$ cat config.mk
export PLATFORM = sky130hd
export DESIGN_NAME = mem_access_flat
export DESIGN_NICKNAME = d
export VERILOG_FILES = /design/src/rtl/mem_access_if.sv /design/src/rtl/mem_access.sv /design/src/flat_wrapper.sv
export SDC_FILE = /design/constraint.sdc
export NUM_CORES = 1
export LEC_CHECK = 0
export BUFFER_PORTS_ARGS = -buffer_cell sky130_fd_sc_hd__buf_2
export CAP_MARGIN = 20
export CORE_ASPECT_RATIO = 1.75
export CORE_MARGIN = 5
export CORE_UTILIZATION = 40
export CTS_BUF_LIST = sky130_fd_sc_hd__clkbuf_4
export DETAILED_ROUTE_END_ITERATION = 10
export GPL_TIMING_DRIVEN = 0
export PLACE_DENSITY = 0.66
export SYNTH_ARGS = -nofsm -noshare
export SYNTH_HDL_FRONTEND = slang
export SYNTH_SLANG_ARGS = --single-unit
$ cat constraint.sdc
create_clock -name CLK -period 2.5 [get_ports CLK]
set_input_delay 0.125 -clock CLK [delete_from_list [all_inputs] [get_ports CLK]]
set_output_delay 0.125 -clock CLK [all_outputs]
set_load 0.05 [all_outputs]
$ cat src/rtl/mem_access_if.sv
// Bus bundle between the MEM pipeline stage, the access controller and the
// external asynchronous SRAM.
//   pipeline side : regwrite/memtoreg/memread/memwrite/memdata/regdst/alures in,
//                   regwrite/memtoreg/regdst/wbdata/stall out
//   sram side     : ram_addr/ram_data/ram_data_oe/strobes out, ram_data_i in
// slave  = the controller, master = everything around it.
interface mem_access_if;
  localparam int unsigned DATA_W = 16;
  localparam int unsigned ADDR_W = 18;
  localparam int unsigned REG_W  = 4;

  // from ex_mem
  logic              regwrite_i;
  logic              memtoreg_i;
  logic              memread_i;
  logic              memwrite_i;
  logic [DATA_W-1:0] memdata_i;
  logic [REG_W-1:0]  regdst_i;
  logic [DATA_W-1:0] alures_i;

  // to mem_wb and pipeline control
  logic              regwrite_o;
  logic              memtoreg_o;
  logic [REG_W-1:0]  regdst_o;
  logic [DATA_W-1:0] wbdata_o;
  logic              stall_o;

  // SRAM pins
  logic [ADDR_W-1:0] ram_addr_o;
  logic [DATA_W-1:0] ram_data_o;
  logic              ram_data_oe;
  logic [DATA_W-1:0] ram_data_i;
  logic              ram_en_n;
  logic              ram_oe_n;
  logic              ram_we_n;

  modport slave (
    input  regwrite_i, memtoreg_i, memread_i, memwrite_i, memdata_i,
           regdst_i, alures_i, ram_data_i,
    output regwrite_o, memtoreg_o, regdst_o, wbdata_o, stall_o,
           ram_addr_o, ram_data_o, ram_data_oe, ram_en_n, ram_oe_n, ram_we_n
  );

  modport master (
    output regwrite_i, memtoreg_i, memread_i, memwrite_i, memdata_i,
           regdst_i, alures_i, ram_data_i,
    input  regwrite_o, memtoreg_o, regdst_o, wbdata_o, stall_o,
           ram_addr_o, ram_data_o, ram_data_oe, ram_en_n, ram_oe_n, ram_we_n
  );
endinterface

$ cat src/rtl/mem_access.sv
// Memory-stage access controller: runs the multi-cycle handshake with an
// external asynchronous SRAM for loads/stores and stalls the pipeline while
// an access is in flight.
// Ports:
//   CLK  - system clock, rising edge
//   RST  - asynchronous active-low reset
//   bus  - mem_access_if.slave (pipeline request/result + SRAM pins)
// Parameters:
//   RD_WAIT  - cycles the read strobes are held before data is sampled (1..7)
//   WR_WIDTH - cycles ram_we_n is held low (1..7)
module mem_access #(
  parameter int unsigned RD_WAIT  = 1,
  parameter int unsigned WR_WIDTH = 1
) (
  input  logic        CLK,
  input  logic        RST,
  mem_access_if.slave bus
);

  localparam int unsigned CNT_W  = 3;
  localparam int unsigned DATA_W = 16;
  localparam int unsigned ADDR_W = 18;

  typedef enum logic [2:0] {
    IDLE,
    RD_ACC,
    WR_SETUP,
    WR_PULSE,
    WR_HOLD,
    DONE
  } state_t;

  state_t            state;
  logic [CNT_W-1:0]  cnt;
  logic [DATA_W-1:0] rdata_q;
  logic [DATA_W-1:0] wdata_q;
  logic [ADDR_W-1:0] addr_q;
  logic              en_n_q;
  logic              oe_n_q;
  logic              we_n_q;
  logic              data_oe_q;
  logic              stall;

  // Access sequencer; SRAM strobes are set on the edge that enters each
  // state so they line up with the state register.
  always_ff @(posedge CLK or negedge RST) begin
    if (!RST) begin
      state     <= IDLE;
      cnt       <= '0;
      rdata_q   <= '0;
      wdata_q   <= '0;
      addr_q    <= '0;
      en_n_q    <= 1'b1;
      oe_n_q    <= 1'b1;
      we_n_q    <= 1'b1;
      data_oe_q <= 1'b0;
    end else begin
      case (state)
        IDLE: begin
          // Read wins if both requests are present; the write is dropped.
          if (bus.memread_i) begin
            state  <= RD_ACC;
            cnt    <= CNT_W'(RD_WAIT - 1);
            addr_q <= ADDR_W'(bus.alures_i);
            en_n_q <= 1'b0;
            oe_n_q <= 1'b0;
          end else if (bus.memwrite_i) begin
            state     <= WR_SETUP;
            addr_q    <= ADDR_W'(bus.alures_i);
            wdata_q   <= bus.memdata_i;
            en_n_q    <= 1'b0;
            data_oe_q <= 1'b1;
          end
        end

        RD_ACC: begin
          if (cnt == '0) begin
            rdata_q <= bus.ram_data_i;
            state   <= DONE;
            en_n_q  <= 1'b1;
            oe_n_q  <= 1'b1;
          end else begin
            cnt <= cnt - CNT_W'(1);
          end
        end

        WR_SETUP: begin
          // Address/data have been stable for this whole cycle before we_n falls.
          cnt    <= CNT_W'(WR_WIDTH - 1);
          we_n_q <= 1'b0;
          state  <= WR_PULSE;
        end

        WR_PULSE: begin
          if (cnt == '0) begin
            we_n_q <= 1'b1;
            state  <= WR_HOLD;
          end else begin
            cnt <= cnt - CNT_W'(1);
          end
        end

        WR_HOLD: begin
          en_n_q    <= 1'b1;
          data_oe_q <= 1'b0;
          state     <= DONE;
        end

        DONE: begin
          // Never launches an access, so a request held across DONE cannot re-issue.
          state <= IDLE;
        end

        default: begin
          state <= IDLE;
        end
      endcase
    end
  end

  // Stall covers the request cycle in IDLE plus every busy state.
  assign stall = ((state == IDLE) && (bus.memread_i || bus.memwrite_i)) ||
                 ((state != IDLE) && (state != DONE));

  assign bus.stall_o     = stall;
  assign bus.regwrite_o  = bus.regwrite_i & ~stall;
  assign bus.memtoreg_o  = bus.memtoreg_i;
  assign bus.regdst_o    = bus.regdst_i;
  assign bus.wbdata_o    = bus.memtoreg_i ? rdata_q : bus.alures_i;

  assign bus.ram_addr_o  = addr_q;
  assign bus.ram_data_o  = wdata_q;
  assign bus.ram_data_oe = data_oe_q;
  assign bus.ram_en_n    = en_n_q;
  assign bus.ram_oe_n    = oe_n_q;
  assign bus.ram_we_n    = we_n_q;

endmodule

$ cat src/flat_wrapper.sv
// flat-port wrapper written by rule: the top's interface ports become plain ports
module mem_access_flat 
#(
  parameter int unsigned RD_WAIT  = 1,
  parameter int unsigned WR_WIDTH = 1
)
  (CLK, RST, bus_regwrite_i, bus_memtoreg_i, bus_memread_i, bus_memwrite_i, bus_memdata_i, bus_regdst_i, bus_alures_i, bus_ram_data_i, bus_regwrite_o, bus_memtoreg_o, bus_regdst_o, bus_wbdata_o, bus_stall_o, bus_ram_addr_o, bus_ram_data_o, bus_ram_data_oe, bus_ram_en_n, bus_ram_oe_n, bus_ram_we_n);
  mem_access_if bus_i ();
  input  logic CLK;
  input  logic RST;
  input wire logic [$bits(bus_i.regwrite_i)-1:0] bus_regwrite_i;
  input wire logic [$bits(bus_i.memtoreg_i)-1:0] bus_memtoreg_i;
  input wire logic [$bits(bus_i.memread_i)-1:0] bus_memread_i;
  input wire logic [$bits(bus_i.memwrite_i)-1:0] bus_memwrite_i;
  input wire logic [$bits(bus_i.memdata_i)-1:0] bus_memdata_i;
  input wire logic [$bits(bus_i.regdst_i)-1:0] bus_regdst_i;
  input wire logic [$bits(bus_i.alures_i)-1:0] bus_alures_i;
  input wire logic [$bits(bus_i.ram_data_i)-1:0] bus_ram_data_i;
  output wire logic [$bits(bus_i.regwrite_o)-1:0] bus_regwrite_o;
  output wire logic [$bits(bus_i.memtoreg_o)-1:0] bus_memtoreg_o;
  output wire logic [$bits(bus_i.regdst_o)-1:0] bus_regdst_o;
  output wire logic [$bits(bus_i.wbdata_o)-1:0] bus_wbdata_o;
  output wire logic [$bits(bus_i.stall_o)-1:0] bus_stall_o;
  output wire logic [$bits(bus_i.ram_addr_o)-1:0] bus_ram_addr_o;
  output wire logic [$bits(bus_i.ram_data_o)-1:0] bus_ram_data_o;
  output wire logic [$bits(bus_i.ram_data_oe)-1:0] bus_ram_data_oe;
  output wire logic [$bits(bus_i.ram_en_n)-1:0] bus_ram_en_n;
  output wire logic [$bits(bus_i.ram_oe_n)-1:0] bus_ram_oe_n;
  output wire logic [$bits(bus_i.ram_we_n)-1:0] bus_ram_we_n;
  assign bus_i.regwrite_i = bus_regwrite_i;
  assign bus_i.memtoreg_i = bus_memtoreg_i;
  assign bus_i.memread_i = bus_memread_i;
  assign bus_i.memwrite_i = bus_memwrite_i;
  assign bus_i.memdata_i = bus_memdata_i;
  assign bus_i.regdst_i = bus_regdst_i;
  assign bus_i.alures_i = bus_alures_i;
  assign bus_i.ram_data_i = bus_ram_data_i;
  assign bus_regwrite_o = bus_i.regwrite_o;
  assign bus_memtoreg_o = bus_i.memtoreg_o;
  assign bus_regdst_o = bus_i.regdst_o;
  assign bus_wbdata_o = bus_i.wbdata_o;
  assign bus_stall_o = bus_i.stall_o;
  assign bus_ram_addr_o = bus_i.ram_addr_o;
  assign bus_ram_data_o = bus_i.ram_data_o;
  assign bus_ram_data_oe = bus_i.ram_data_oe;
  assign bus_ram_en_n = bus_i.ram_en_n;
  assign bus_ram_oe_n = bus_i.ram_oe_n;
  assign bus_ram_we_n = bus_i.ram_we_n;
  mem_access #(.RD_WAIT(RD_WAIT), .WR_WIDTH(WR_WIDTH)) u_core (.CLK(CLK), .RST(RST), .bus(bus_i));
endmodule
==> impl_metrics.ini, run 1 <==
[run_status]
status = finished clean

[yosys]
synth_mux_area_share_pct = 29.3
syn_area_um2 = 2690
synth_seq_area_share_pct = 54.1
yosysMostFrequentCell = dfrtp_1
yosys_warnings = 0
synth_ff_type = dfrtp_1
synth_top_family_by_area = multiplexers
netlist_instances = 189
async_reset_ff_share_pct = 100
yosys.area_share.simple_pct = 4.37
yosys-top-cells-area = dfrtp_1 51%, mux2_2 23%, mux2_4 5.6%
yosys.area_share.xor_xnor_pct = 0
syn_avg_cell_area_um2 = 14.2
yosys.area.top_type = dfrtp_1
synth_compound_area_share_pct = 4.70
synthDistinctLibCells = 35
synthAdderAreaFrac_pct = 0.931
ys_ff_latch = 58
synth_commonest_cells = 55 x dfrtp_1, 54 x mux2_2, 10 x mux2_4
synth_top_area_share_pct = 51.2
synth-edff-count = 0

[worst_setup_path]
critPathLaunchType = flop
worst-path-buf-inv = 3
cp.required_ns = 2.80
end_kind = flop
reg2reg_depth = 7
crit_arrival_ns = 2.20
cpLargestDelayFamily = simple AND/OR/NAND/NOR gates
max_stage_delay_ns = 0.41
slowest_stage = dfrtp_1
reg2reg_from = u_core.cnt[0]
crit_chain = inv_1, ha_1, nand3b_4, or3_1, buf_6, buf_12, mux2_4
critical_path_class = flop to flop
r2r-end = u_core.rdata_q[11]
critical_path.max_fanout = 10
reg2reg_slack_ns = 0.60

[clocking]
clockBufferDepth = 2
post_cts_resized = 0
cts_root_buffer = clkbuf_4
cts_tree = yes
cts-htree-levels = 3
clk_latency_ns = 0.41
post_cts.repair.setup_buffers = 0
numCtsBuffers = 9
clock_sinks = 58
cts.clk_slew.worst_paths_ns = 0.10

[timing]
final.setup.tns_ns = 0
slew_headroom_pct = 65.6
fin_crit_sh_pct = 75.9
setup_viol_count_final = 0
rsz0062_at_grt = no
fmax_ghz = 0.527
finalHoldViolCount = 0
skew_ns = 0.00665
maxSlewViolCount = 0
worst_slew_pin_slew_ns = 0.515
fin_crit_ns = 1.90

[power_and_ir_drop]
p_leak_nw = 1.98
ir_drop_mv = 0.631
finalPower_mw = 5.61
power_density_nw_per_um2 = 1400

[detailed_routing]
wirelength_mm = 7.00
drtAntennaViolNets = 0
drc = 0
vias = 2134
drtIter0Drc = 73
dr.pass1.iters = 4
routedWlPerCell_um = 15.6
via_per_inst = 4.74

[worst_hold_path]
hold_depth = 3
min_path_type = primary input to flop
worstHoldStart = bus_memwrite_i
whs_endpoint = u_core.bus.ram_data_oe

[floorplan]
coreArea_um2 = 6540
die_height_um = 118
start_util_pct = 41.1
rows = 39
die-area_um2 = 8530
ios = 119
die_w_um = 72.0

[grt]
track_usage_pct = 17.7
grt_pass1_vias = 2371
antenna_found_initial = 1
grt_overflow_total = 0
grt_start_max_net_pins = 41
grt_pass1_wl_mm = 11.4

[flow_run]
maxCapViolCount = 0

[placement]
io_buffer_count = 111
place_congestion = 0.773
hpwlAfterDp_mm = 4.90

[cells_and_area]
syn2layout_area_growth_pct = 48.6
layout-drive-gt1-share_pct = 58.0
layout.nets = 422
## cells in the final DEF (no fill, tap or decap), types with 2 or more instances in the layout
cell type,count
mux2_2,54
clkbuf_4,12
mux2i_1,3
buf_4,7
conb_1,2
ha_1,2
inv_1,8
clkinv_1,2
nor2_1,5
dfrtp_1,55
clkbuf_1,2
buf_6,3
a21oi_1,6
buf_2,114
dlygate4sd3_1,49
dfstp_2,3
buf_12,2
o21ai_0,6
mux2_4,10
## layout make-up
class | instances | area, um^2
Multi-Input combinational cell | 107 | 1060
Sequential cell | 58 | 1460
Antenna cell | 1 | 2.50
Timing Repair Buffer | 161 | 1070
Inverter | 8 | 30.0
Clock buffer | 12 | 90.1
Clock inverter | 4 | 42.5
Tap cell | 82 | 103
Buffer | 17 | 143
Fill cell | 551 | 2540
## worst reg2reg max path: stages, from the launching register on
cell and delay, ns:
dfrtp_1 0.41, inv_1 0.09, ha_1 0.25, nand3b_4 0.10
or3_1 0.33, buf_6 0.16, buf_12 0.15, mux2_4 0.30
## worst max-delay path by stage
stage,depth (start not counted),to,start
detailed placement,7,u_core.rdata_q[13],u_core.cnt[0]
floorplan,4,bus_regwrite_o,u_core.state[0]
global route,7,u_core.rdata_q[11],u_core.cnt[0]
global placement,7,u_core.rdata_q[0],u_core.cnt[0]
CTS,7,u_core.rdata_q[0],u_core.cnt[0]
finish,7,u_core.rdata_q[11],u_core.cnt[0]
## per-layer routing
layer | track usage [%] | part of all wire [%] | vias up
li1 | - | - | 1009
met1 | 18.2 | 36 | 1026
met2 | 31.4 | 55 | 87
met3 | 4.93 | 6.5 | 12
met4 | 9.76 | 2.6 | 0
met5 | 0 | 0 | -
## stage by stage
stage,instances,setup WS (ns),instance area [um^2],hold slack [ns],utilization (%)
after global placement,383,0.619,3350,0.357,51.2
after CTS,449,0.595,3990,0.0126,61.1
after global routing,450,0.501,4000,0.0322,61.1
final,450,0.603,4000,0.0583,61.1
after detailed placement,384,0.619,3370,0.100,51.5
after floorplan,190,0.477,2690,-0.171,-
## kinds of logic (layout without fill, tap and decap cells)
| kind of cell | Yosys count | after routing |
|---|---|---|
| and+or+nand+nor | 16 | 16 |
| AOI/OAI and AO/OA | 20 | 20 |
| adders and majority gates | 2 | 2 |
| DFF | 58 | 58 |
| buffers and inverters | 25 | 202 |
| other | 1 | 3 |
| muxes | 67 | 67 |
## where the power goes
part	leakage [nW]	switching (mW)	internal [mW]	total, mW
clock	0.0764	0.332	0.331	0.663
combinational	1.22	2.14	1.13	3.28
sequential	0.686	0.241	1.43	1.67
total	1.98	2.72	2.90	5.61
## timing repair
| action | in CTS | in global routing |
|---|---|---|
| hold buffers | 49 | 0 |
| endpoints found under the hold margin | 66 | 0 |
| setup endpoints to repair | 0 | 0 |
## sequential cells by signal, indices dropped and copies added (netlist names)
name,count
u_core.bus.ram_en_n,1
u_core.state,3
u_core.bus.ram_we_n,1
u_core.cnt,3
u_core.bus.ram_addr_o,16
u_core.bus.ram_oe_n,1
u_core.rdata_q,16
u_core.bus.ram_data_oe,1
u_core.bus.ram_data_o,16
(Power assumes the default switching activity.)
==> run 2, diff against run 1 <==
--- a/config.mk
+++ b/config.mk
@@ -5,6 +5,7 @@
 export SDC_FILE = /design/constraint.sdc
 export NUM_CORES = 1
 export LEC_CHECK = 0
+export ABC_AREA = 1
 export BUFFER_PORTS_ARGS = -buffer_cell sky130_fd_sc_hd__buf_2
 export CAP_MARGIN = 20
 export CORE_ASPECT_RATIO = 1.75
==> constraint.sdc (replaced) <==
create_clock -name CLK -period 1.8 [get_ports CLK]
set_input_delay 0.09 -clock CLK [delete_from_list [all_inputs] [get_ports CLK]]
set_output_delay 0.09 -clock CLK [all_outputs]
set_load 0.05 [all_outputs]
==> run 2 against run 1 <==
  * Synthesized cell count increased by 72%
  * Worst setup slack got worse by 0.49 ns
  * Die area increased by 2.9%
  * First-iteration DRC count increased by 89%
  * Critical path type is now flop to output pin
==> impl_metrics.ini, run 2 <==
[cells_and_area]
final_cell_mix = 138 x nand2_1, 112 x buf_2, 54 x dfrtp_1, 49 x dlygate4sd3_1, 25 x inv_1
layout_commonest_cell = nand2_1
syn2layout_area_growth_pct = 46.8
n_fill_cell = 612
layout.nets = 559
diodes = 0
layout-drive-gt1-share_pct = 35.9

[power_and_ir_drop]
p_leak_nw = 2.27
power_density_nw_per_um2 = 1840
ir_drop_mv = 1.08
finalPower_mw = 7.49

[yosys]
synth_ff_type = dfrtp_1
netlist_instances = 325
async_reset_ff_share_pct = 100
synth_seq_area_share_pct = 52.4
yosysMostFrequentCell = nand2_1
synth_top_area_share_pct = 49.6
syn_area_um2 = 2780
yosys-top-cells-area = dfrtp_1 50%, nand2_1 19%, o21ai_2 5.4%
yosys_warnings = 0
synthDistinctLibCells = 28
synth_commonest_cells = 138 x nand2_1, 55 x dfrtp_1, 26 x inv_1
ys_ff_latch = 58
yosys.area.top_type = dfrtp_1
syn_avg_cell_area_um2 = 8.54
synth-edff-count = 0

[worst_setup_path]
critical_path_class = flop to output pin
cp.required_ns = 1.71
reg2reg_from = u_core.cnt[0]
cp-endpoint = bus_regwrite_o
end_kind = output pin
reg2reg_slack_ns = 0.25
reg2reg_depth = 7
crit_arrival_ns = 1.60
r2r-end = u_core.rdata_q[10]
critPathLaunchType = flop
crit_path_start = u_core.state[1]
critical_path.max_fanout = 6

[floorplan]
start_util_pct = 40.8
rows = 40
die-area_um2 = 8770
die_height_um = 120
coreArea_um2 = 6810
die_w_um = 73.0
ios = 119

[placement]
dp_slack_ns = 0.255
hpwlAfterDp_mm = 5.44
place_congestion = 0.805
io_buffer_count = 112

[timing]
finalHoldViolCount = 0
fin_crit_ns = 1.69
fin_ws_ns = 0.112
setup_viol_count_final = 0
rsz0062_at_grt = no
skew_ns = 0.0198
maxSlewViolCount = 0
final.setup.tns_ns = 0
fmax_ghz = 0.592
fin_crit_sh_pct = 93.8

[worst_hold_path]
min_path_type = primary input to flop
worstHoldStart = bus_memread_i

[detailed_routing]
routedWlPerCell_um = 12.9
drtIter0Drc = 138
wirelength_mm = 7.57
drc = 0
via_per_inst = 4.52
vias = 2657
dr.pass1.iters = 4
drtAntennaViolNets = 0

[clocking]
clk_latency_ns = 0.40
cts_root_buffer = clkbuf_4
cts.clk_slew.worst_paths_ns = 0.07
cts-htree-levels = 3
post_cts.repair.setup_buffers = 0
numCtsBuffers = 9
cts_tree = yes
clockBufferDepth = 2
clock_sinks = 58

[grt]
grt_start_max_net_pins = 40
grt_pass1_vias = 2707
grt_pass1_wl_mm = 12.3
track_usage_pct = 18.2
antenna_found_initial = 0
grt_overflow_total = 0

[flow_run]
maxCapViolCount = 0

[run_status]
status = finished clean
==> run 2: changes by cell type after synthesis, moves of 4 or more <==
cell,previous run,this run
o21ai_0,7,17
nand3_1,0,21
mux2_2,54,0
inv_1,8,26
a21oi_1,6,2
nand2_2,1,5
nand2_1,1,138
o21ai_2,0,17
mux2_4,10,0
==> run 2: repair_timing <==
action,4_1_cts,5_1_grt
gates resized for setup,0,3
endpoints found under the hold margin,67,0
setup endpoints to repair,0,1
hold buffers,49,0
==> run 2: area by class of cell <==
type	instances	area (um^2)	area share [%]
clock buffers	14	105	2.58
multi-input cells	219	1050	25.7
well taps	84	105	2.58
clock inverters	2	8.76	0.215
inverters	30	115	2.82
repair buffers	162	1070	26.3
plain buffers	19	165	4.05
flip-flops and latches	58	1460	35.7
==> run 2: report_power, final <==
part	total (mW)	internal, mW	switching, mW	leakage, nW
Combinational	4.39	1.22	3.18	1.49
Clock	0.799	0.357	0.442	0.0699
Sequential	2.30	1.94	0.355	0.713
Total	7.49	3.52	3.97	2.27
==> run 2: cell families after synthesis <==
logic type | share of synthesized area (%)
simple gates | 26.5
flops | 52.4
buf+inv | 10.1
compound gates | 9.91
fa+ha+maj | 0.901
other cells | 0.135
==> run 2: how the worst min path moves through the flow <==
stage	cells past startpoint	to
after floorplan	0	u_core.bus.ram_addr_o[0]
after global placement	3	u_core.bus.ram_data_o[1]
after detailed placement	1	u_core.bus.ram_addr_o[10]
after CTS	4	u_core.state[1]
after global routing	4	u_core.state[1]
final	4	u_core.state[1]
==> run 2: worst max-delay path, stage by stage, from the launching register on <==
cell and delay, ns:
dfrtp_2 0.46, nor2_4 0.19, nand3_1 0.12, o21a_1 0.15, nor2_2 0.07, clkbuf_4 0.22
==> run 2: stage by stage <==
step                      area (um^2)  utilization (%)  instances  hold slack, ns
after floorplan                  2780                -        326          -0.206
after global placement           3450             50.7        522           0.289
after detailed placement         3470             51.0        523          0.0714
after CTS                        4070             59.8        588         0.00807
after global routing             4080             59.9        588          0.0266
final                            4080             59.9        588          0.0354
==> run 2: routing by layer <==
metal,global-route usage (%),part of all wire [%],vias up
met4,9.47,2.2,0
li1,-,-,1365
met1,18.4,35,1197
met5,0,0,-
met3,3.49,6.6,12
met2,33.6,56,83
==> run 3, diff against run 2 <==
--- a/config.mk
+++ b/config.mk
@@ -5,7 +5,7 @@
 export SDC_FILE = /design/constraint.sdc
 export NUM_CORES = 1
 export LEC_CHECK = 0
-export ABC_AREA = 1
+export ABC_AREA = 0
 export BUFFER_PORTS_ARGS = -buffer_cell sky130_fd_sc_hd__buf_2
 export CAP_MARGIN = 20
 export CORE_ASPECT_RATIO = 1.75
==> run 3 against run 2 <==
  * Utilization up 2.0 points
  * Count of clock-buffer cells in the layout shrank 3
  * Combinational power rose by 6.8%
  * First-iteration DRC count is 68% lower
  * Largest power group unchanged
==> impl_metrics.ini, run 3 (synthesis results as in run 1) <==
[cells_and_area]
layout_commonest_cell = buf_2
stdcell_count = 454
final_cell_mix = 113 x buf_2, 55 x dfrtp_1, 54 x mux2_2, 49 x dlygate4sd3_1, 13 x buf_4
n_fill_cell = 558
multi_input_area_um2 = 1110
regArea_um2 = 1460
layout-drive-gt1-share_pct = 60.4
syn2layout_area_growth_pct = 50.5
layout.nets = 426

[timing]
maxSlewViolCount = 0
setup_viol_count_final = 0
fin_crit_ns = 1.70
fin_ws_ns = 0.0975
slew_headroom_pct = 59.6
skew_ns = 0.0118
fin_crit_sh_pct = 94.6
final.setup.tns_ns = 0
rsz0062_at_grt = no
finalHoldViolCount = 0
fmax_ghz = 0.587
worst_slew_pin_slew_ns = 0.607

[clocking]
cts_tree = yes
clockBufferDepth = 2
clk_latency_ns = 0.41
numCtsBuffers = 9
clock_sinks = 58
cts_root_buffer = clkbuf_4
cts-htree-levels = 3
cts.clk_slew.worst_paths_ns = 0.10

[floorplan]
ios = 119
die-area_um2 = 8530
coreArea_um2 = 6540
rows = 39
die_w_um = 72.0
die_height_um = 118
start_util_pct = 41.1

[detailed_routing]
wl_met2_mm = 3.91
via_per_inst = 4.74
top_layer = met4
vias = 2154
drc = 0
routedWlPerCell_um = 15.5
dr_wl_met3_um = 447
dr.pass1.iters = 4
drtAntennaViolNets = 0
wirelength_mm = 7.06
drtIter0Drc = 44
wl_met1_mm = 2.50

[power_and_ir_drop]
ir_drop_mv = 1.05
power_density_nw_per_um2 = 1920
p_leak_nw = 1.99
finalPower_mw = 7.77

[worst_setup_path]
slowest_stage = dfrtp_1
cp.required_ns = 2.09
crit_arrival_ns = 1.99
reg2reg_depth = 6
critical_path.max_fanout = 10
critPathLaunchType = flop
end_kind = flop
crit_chain = inv_2, ha_4, nand3b_4, or3_4, buf_12, mux2_4
max_stage_delay_ns = 0.42
critical_path_class = flop to flop

[flow_run]
maxCapViolCount = 0

[grt]
antenna_found_initial = 1
grt_pass1_vias = 2328
grt_start_max_net_pins = 35
track_usage_pct = 17.8
grt_overflow_total = 0
grt_pass1_wl_mm = 11.5

[placement]
io_buffer_count = 111
place_congestion = 0.759
hpwlAfterDp_mm = 4.94
dp_slack_ns = -0.0956
dpl.cell_count = 384

[worst_hold_path]
hold_depth = 3
min_path_type = primary input to flop

[run_status]
status = finished clean
## run 3: cell count changes in the layout (fill, tap and decap cells not counted), moves of 3 or more
cell	before	now
buf_4	8	13
a21oi_1	2	6
o21ai_0	17	6
mux2i_1	0	3
mux2_2	0	54
nand2_1	138	1
clkbuf_4	15	11
inv_1	25	6
o21ai_2	17	1
nor2_4	3	0
nand3_1	21	0
mux2_4	0	10
nand2_2	5	1
## run 3: path summary, 6_finish.rpt
| check | from | endpoint | slack (ns) |
|---|---|---|---|
| max | u_core.cnt[0] | u_core.rdata_q[12] | 0.1 |
| min | bus_memwrite_i | u_core.bus.ram_data_oe | 0.08 |
| max reg2reg | u_core.cnt[0] | u_core.rdata_q[12] | 0.1 |
| min reg2reg | u_core.bus.ram_en_n | u_core.bus.ram_en_n | 0.50 |
| max in group asynchronous | RST | u_core.bus.ram_data_o[3] | 0.94 |
| min in group asynchronous | RST | u_core.bus.ram_addr_o[8] | 0.27 |
## run 3: layout make-up
class	instances	share of cell area, %
Antenna cell	1	0.0618
Buffer	16	3.25
Clock buffer	11	2.04
Clock inverter	5	0.526
Inverter	8	0.742
Multi-Input combinational cell	107	27.6
Sequential cell	58	36.0
Tap cell	82	2.54
Timing Repair Buffer	166	27.3
## run 3: what timing repair did
item	in CTS	in global routing
pin swaps	0	1
cloned	0	0
hold endpoints to repair	69	0
hold buffers	49	0
setup endpoints to repair	20	19
setup buffers	3	2
resized for setup	6	4
## run 3: power by group
part,switching [mW],leakage (nW),total [mW],internal [mW]
logic,3.03,1.24,4.69,1.66
clock network,0.454,0.0631,0.751,0.297
registers,0.337,0.686,2.33,1.99
## run 3: worst max-delay path, delay by kind of cell (launching register included)
| family | cells | cell delay, ns |
|---|---|---|
| buf+inv | 2 | 0.26 |
| flops | 1 | 0.42 |
| simple gates | 2 | 0.45 |
| mux | 1 | 0.29 |
| fa+ha+maj | 1 | 0.15 |
## run 3: routing by layer
layer  global-route usage (%)  up-vias
met5                        0        -
met1                     19.0     1053
met2                     30.8       70
met3                     5.69       15
met4                     8.47        0
li1                         -     1016
## run 3: per-stage QoR
step	util [%]	cell area, um^2	hold slack [ns]
CTS	61.4	4020	0.0111
floorplan	-	2700	-0.206
detailed placement	51.6	3380	0.134
finish	61.9	4050	0.0788
global route	61.9	4050	0.113
global placement	51.3	3360	0.323
